<file path="config.mk">
export PLATFORM = sky130hd
export DESIGN_NAME = feature_map_stream_tx
export DESIGN_NICKNAME = d
export VERILOG_FILES = /design/src/rtl/feature_map_stream_tx.sv
export SDC_FILE = /design/constraint.sdc
export NUM_CORES = 1
export LEC_CHECK = 0
export ABC_AREA = 1
export CAP_MARGIN = 10
export CORE_ASPECT_RATIO = 1.2
export CORE_MARGIN = 2
export CORE_UTILIZATION = 53
export CTS_CLUSTER_SIZE = 20
export DETAILED_ROUTE_END_ITERATION = 6
export GPL_ROUTABILITY_DRIVEN = 1
export PLACE_DENSITY = 0.77
export SYNTH_ARGS = -nofsm -noshare
export SYNTH_HDL_FRONTEND = slang
export SYNTH_SLANG_ARGS = --single-unit
export TNS_END_PERCENT = 50
</file>
<file path="constraint.sdc">
create_clock -name clk -period 2.7 [get_ports clk]
set_input_delay 0.54 -clock clk [delete_from_list [all_inputs] [get_ports clk]]
set_output_delay 0.54 -clock clk [all_outputs]
set_load 0.01 [all_outputs]
</file>
<file path="src/rtl/feature_map_stream_tx.sv">
// Raster-order streamer for a square feature map held in single-port memory.
// Emits pixel_valid/pixel_out/sof two cycles behind each memory read.
module feature_map_stream_tx #(
  parameter int unsigned input_y    = 64,
  parameter int unsigned data_width = 16,
  parameter int unsigned addr_width = 12,
  parameter int unsigned line_gap   = 0
) (
  input  logic                  clk,
  input  logic                  rst,
  input  logic                  start,
  input  logic                  pause,
  output logic                  mem_rd_en,
  output logic [addr_width-1:0] mem_addr,
  input  logic [data_width-1:0] mem_rd_data,
  output logic [data_width-1:0] pixel_out,
  output logic                  pixel_valid,
  output logic                  sof,
  output logic                  busy,
  output logic                  done
);

  localparam int unsigned col_w = (input_y > 1) ? $clog2(input_y) : 1;
  localparam int unsigned gap_w = (line_gap > 0) ? $clog2(line_gap + 1) : 1;
  localparam logic [col_w-1:0] last_idx = col_w'(input_y - 1);

  typedef enum logic [1:0] {
    s_idle,
    s_read,
    s_gap,
    s_drain
  } state_t;

  state_t                state_q, state_n;
  logic [addr_width-1:0] addr_q, addr_n, rd_addr;
  logic [col_w-1:0]      col_q, col_n;
  logic [col_w-1:0]      row_q, row_n;
  logic [gap_w-1:0]      gap_q, gap_n;
  logic [1:0]            drain_q, drain_n;
  logic                  busy_n, done_n, issue, first_n;
  logic                  first_q, rd_en_d1, first_d1;

  // Next-state, read-issue and counter update logic
  always_comb begin
    state_n = state_q;
    addr_n  = addr_q;
    col_n   = col_q;
    row_n   = row_q;
    gap_n   = gap_q;
    drain_n = drain_q;
    busy_n  = busy;
    done_n  = 1'b0;
    issue   = 1'b0;
    rd_addr = addr_q;
    first_n = 1'b0;

    case (state_q)
      s_idle: begin
        busy_n = 1'b0;
        if (start && !busy) begin
          state_n = s_read;
          busy_n  = 1'b1;
          addr_n  = '0;
          col_n   = '0;
          row_n   = '0;
          issue   = !pause;
        end
      end
      s_read: issue = !pause;
      s_gap: begin
        if (!pause) begin
          if (gap_q == gap_w'(1)) begin
            row_n   = row_q + col_w'(1);
            state_n = s_read;
          end else begin
            gap_n = gap_q - gap_w'(1);
          end
        end
      end
      s_drain: begin
        drain_n = drain_q + 2'd1;
        if (drain_q == 2'd2) begin
          drain_n = 2'd0;
          done_n  = 1'b1;
          state_n = s_idle;
        end
      end
      default: state_n = s_idle;
    endcase

    // Idle address output shows the next address to be read, so a pause holds it
    rd_addr = addr_n;
    first_n = issue && (col_n == '0) && (row_n == '0);
    if (issue) begin
      addr_n = addr_n + addr_width'(1);
      if (col_n == last_idx) begin
        col_n = '0;
        if (row_n == last_idx) begin
          state_n = s_drain;
          drain_n = 2'd0;
        end else if (line_gap > 0) begin
          state_n = s_gap;
          gap_n   = gap_w'(line_gap);
        end else begin
          row_n = row_n + col_w'(1);
        end
      end else begin
        col_n = col_n + col_w'(1);
      end
    end
  end

  // State, counters and registered outputs
  always_ff @(posedge clk or negedge rst) begin
    if (!rst) begin
      state_q     <= s_idle;
      addr_q      <= '0;
      col_q       <= '0;
      row_q       <= '0;
      gap_q       <= '0;
      drain_q     <= '0;
      mem_rd_en   <= 1'b0;
      mem_addr    <= '0;
      first_q     <= 1'b0;
      rd_en_d1    <= 1'b0;
      first_d1    <= 1'b0;
      pixel_valid <= 1'b0;
      sof         <= 1'b0;
      pixel_out   <= '0;
      busy        <= 1'b0;
      done        <= 1'b0;
    end else begin
      state_q     <= state_n;
      addr_q      <= addr_n;
      col_q       <= col_n;
      row_q       <= row_n;
      gap_q       <= gap_n;
      drain_q     <= drain_n;
      mem_rd_en   <= issue;
      mem_addr    <= rd_addr;
      first_q     <= first_n;
      rd_en_d1    <= mem_rd_en;
      first_d1    <= first_q;
      pixel_valid <= rd_en_d1;
      sof         <= first_d1;
      if (rd_en_d1) pixel_out <= mem_rd_data;
      busy        <= busy_n;
      done        <= done_n;
    end
  end

endmodule
</file>
# [Word-level counts from Yosys, hierarchy flattened]
# Cells that the tools add are included.
[totals] reg_bits=65 out_inout_bits=33
[op_classes] add_sub_neg=6 eq_ne=6 muxes=33 bitwise_logic=1 reduce_logical=9
[ops] op="6-bit two-way mux" count=10
[ops] op="12-bit two-way mux" count=3
[ops] op="2-bit two-way mux" count=12
[ops] op="6-bit by 1-bit adder with 6-bit output (second input constant)" count=3
[ops] op="12-bit by 1-bit adder with 12-bit output (second input constant)" count=1
[ops] op="6-bit == test (second input constant)" count=2
[ops] op="6-bit logical NOT" count=2
[ops] op="6-bit case mux with 2 select lines" count=1
[ops] op="2-bit == test (second input constant)" count=3
[ops] op="2-bit case mux with 3 select lines" count=1
[ops] op="1-bit two-way mux" count=5
[ops] op="1-bit logical AND" count=3
[ops] op="2-bit by 1-bit adder with 2-bit output (second input constant)" count=1
[ops] op="2-bit by 1-bit == test with 1-bit output (second input constant)" count=1
[ops] op="1-bit logical NOT" count=2
[ops] op="2-bit logical NOT" count=1
[ops] op="1-bit case mux with 2 select lines" count=1
[ops] op="2-bit AND reduction" count=1
[ops] op="1-bit inverter" count=1
[ops] op="1-bit subtractor (second input constant)" count=1

# [Longest topological paths before layout]
[depth] ltp_word=8 depth_mapped=14 ltp_nobuf=14

# [Worst setup path after synthesis]
# No wires, ideal clock.
[synth_timing] path_type="input -> register" startpoint="in start" endpoint="reg drain_q[0]" setup_time_ns=0.121 arrival_time_ns=1.887 path_slack_ns=0.692 cell_stages=10 path_buffers=1 cell_sequence="nand2_1 nor2_2 buf_6 nor2_1 ha_1 nand2_4 nor3_4 nand4_2 inv_2 nor2_1"
[synth_via] elab_chain_cells=7 elab_cells_between_ends=12
[synth_lines] element="start: declaration" line="11" text="input logic start,"
[synth_lines] element="1-bit logical AND (*)" line="60" text="if (start && !busy) begin"
[synth_lines] element="6-bit two-way mux" line="60"
[synth_lines] element="6-bit case mux with 2 select lines" line="57" text="case (state_q)"
[synth_lines] element="6-bit == test" line="98" text="if (row_n == last_idx) begin"
[synth_lines] element="2-bit two-way mux" line="98"
[synth_lines] element="2-bit two-way mux" line="96" text="if (col_n == last_idx) begin"
[synth_lines] element="2-bit two-way mux (*)" line="94" text="if (issue) begin"
[synth_lines] element="via drain_n[0]" line="39" text="logic [1:0] drain_q, drain_n;"
[synth_lines] element="end signal: assignment" line="138" text="drain_q <= drain_n;"
[synth_lines] element="end: declaration" line="39"
# The timed path passes the listed nets; every way through them passes the cells marked *.
# A chain may end at the register's enable or synchronous reset.

# [Worst setup path in the final report]
# Same ends and word-level chain as after synthesis.

==> impl_metrics.ini <==
[timing]
finalSetupTns_ns = 0
worstMarginPinSlew_ns = 0.6226
hold_viol = 0
skew_ns = 0.01130
period_needed_ns = 2.245
setup_slack_ns = 0.4549
fin_crit_sh_pct = 83.15
relSlewSlack_pct = 58.49
maxSlewViolCount = 0
setup_viol = 0
fmax_ghz = 0.4454
rsz0062_at_grt = false

[final_layout]
drive_gt1_share_pct = 18.02
diodes = 0
nNetsFinal = 415
finish.instance_area_sq_um = 3870
final_common_cell = dfrtp_1
final_cells = 458
final_cell_mix = dfrtp_1, nand2_1, clkdlybuf4s50_1
num-fill-cells = 431
synthToLayoutAreaGrowth_pct = 26.50

[critical_path]
cp_top_family = simple AND/OR/NAND/NOR gates
r2r-start = state_q[0]
crit_chain = clkdlybuf4s50_1 > nand2_1 > nor2_2 > nor2_1 > ha_1 > nand2_4 > nor3_4 > nand4_2 > inv_2 > nor2_1
critPathLaunch = start
worstPathArrival_ns = 2.47
cpMostUsedCell = nor2_1
cp.required_ns = 2.93
cp_slowest_cell = clkdlybuf4s50_1
crit_type = primary input to register
crit_path_end_kind = register
path_buf_inv = 2
critPathMaxStageDelay_ns = 0.43
cp_max_fo = 8
startpoint_type = primary input

[route]
avgViaCountPerCell = 5.083
totalWireLength_um = 5679
via_count = 2328
drt_first_pass_iters = 4
wl_per_cell_um = 12.40
drtAntennaViolNets = 0
initialDrtViolationCount = 91
drc = 0

[global_route]
grt_first_pass_wirelength_um = 9584
antenna_found_initial = 0
gr-usage-all-layers_pct = 19.52
use_met3_pct = 4.745
grt_max_degree = 66
grt-busiest-layer = met2
grt_overflow = 0
grt_pass1_vias = 2310
met1_usage_pct = 23.40
grt_use_met2_pct = 31.61

[synthesis]
synth-seq-cells = 65
synth-seq-area-share_pct = 53.17
syn-cell-area_sq_um = 3059
syn_nets = 352
synth_enable_flop_cells = 0
syn_inst = 326
yosysWarnings = 0
synth-main-ff-cell = dfrtp_1
yosysUniqueCellTypes = 30
synth.avg_cell_area_sq_um = 9.384
synthArstFlopShare_pct = 100.0

[floorplan]
rows = 30
io_pins = 53
initial_core_util_pct = 54.33
die_x_um = 73.36
die_y_um = 87.23
dieArea_sq_um = 6398
core_area_sq_um = 5630

[min_path]
hp-class = primary input to async pin

[pwr]
leakagePower_nw = 1.879
ir_worst_vdd_uv = 398.2
powerDensity_nw_per_um2 = 737.0

[placed_design]
io_buffer_count = 52
dp_worst_setup_slack_ns = 0.1421
place_area_sq_um = 3667
place_inst = 442
dp_hpwl_um = 4213
gp_congestion = 0.8535

[cts]
insertion_delay_ns = 0.35
numCtsBuffers = 9
clkTransAtPathRegs_ns = 0.08
cts_buffer_depth = 2
cts_sinks = 65
htreeDepth = 3
cts_setup_buffers = 0
cts_resized = 0
clock_tree.root_cell = clkbuf_8
cts_hold_buf = 0
cts_tree = yes

[run_status]
outcome = finished clean

[job]
drv_cap = 0
==> worst register-to-register path: stages (launching register included) <==
cell and delay, ns:
dfrtp_1 0.45, inv_2 0.08, nand2_1 0.08, nor2_2 0.09
nor2_1 0.22, ha_1 0.26, nand2_4 0.08, nor3_4 0.32
nand4_2 0.24, inv_2 0.10, nor2_1 0.04
==> area by class of cell <==
type / instances / area, sq um / area share (%)
Sequential cell: 65 / 1627 / 42.03
Inverter: 51 / 196.4 / 5.076
Clock buffer: 9 / 123.9 / 3.201
Clock inverter: 7 / 78.83 / 2.037
Tap cell: 64 / 80.08 / 2.069
Timing Repair Buffer: 56 / 558.0 / 14.42
Multi-Input combinational cell: 206 / 1206 / 31.17
==> where the power goes <==
| group | switching [mW] | internal [mW] | leakage [nW] |
|---|---|---|---|
| registers | 0.0886 | 1.16 | 0.811 |
| clock network | 0.400 | 0.435 | 0.104 |
| logic | 0.406 | 0.359 | 0.964 |
==> cells in the mapped netlist, types with 5 or more instances <==
| library cell | instances | area share (%) |
|---|---|---|
| nand2_1 | 64 | 7.9 |
| inv_2 | 5 | 0.61 |
| xnor2_1 | 5 | 1.4 |
| nor2_1 | 27 | 3.3 |
| o21ai_0 | 11 | 1.8 |
| a21oi_1 | 5 | 0.82 |
| nor2_2 | 9 | 1.8 |
| nand4_1 | 7 | 1.4 |
| nand3_1 | 25 | 4.1 |
| nand2_2 | 9 | 1.8 |
| mux2_2 | 16 | 5.9 |
| dfrtp_1 | 65 | 53 |
| inv_1 | 45 | 5.5 |
| ha_1 | 6 | 2.5 |
==> through the flow <==
stage          power, mW  util, %  hold WS, ns
2_1_floorplan      1.722        -       0.2444
3_3_place_gp       2.016    65.13       0.3360
3_5_place_dp       2.043    65.13       0.3347
4_1_cts            2.876    68.73       0.2132
5_1_grt            3.016    68.73       0.2271
6_report           2.852    68.73       0.2027
==> flip-flops by register name, indices dropped and copies added, names as in the netlist <==
name / cells
sof: 1
row_q: 6
col_q: 6
gap_q: 1
mem_addr: 12
drain_q: 2
pixel_valid: 1
addr_q: 12
mem_rd_en: 1
rd_en_d1: 1
first_d1: 1
state_q: 2
first_q: 1
pixel_out: 16
busy: 1
done: 1
==> routing by layer <==
| layer | part of all wire (%) | wire length [um] | vias to the layer above |
|---|---|---|---|
| li1 | - | - | 1162 |
| met2 | 48 | 2737 | 75 |
| met4 | 3.2 | 179 | 0 |
| met5 | 0 | 0 | - |
| met3 | 6.1 | 344 | 19 |
| met1 | 43 | 2417 | 1072 |
==> final timing paths <==
path	end	slack, ns	cells after the start
max	drain_q[0]	0.45	10
min reg2reg	first_d1	0.35	0
max reg2reg	drain_q[0]	0.64	10
min	row_q[3]	0.20	2
max in group asynchronous	first_q	2.22	2
min in group clk	first_d1	0.35	0
==> cell families (layout without fill, tap and decap cells) <==
group	after synthesis	count (layout)	synth area share, %
adder cells (fa/ha/maj)	6	6	2.454
buffers and inverters	55	123	7.403
flip-flops	65	65	53.17
AO/OA/AOI/OAI	21	21	3.804
XOR/XNOR	9	9	2.577
AND/OR/NAND/NOR	154	154	24.70
multiplexers	16	16	5.889
Power figures use the tool's default switching activity.
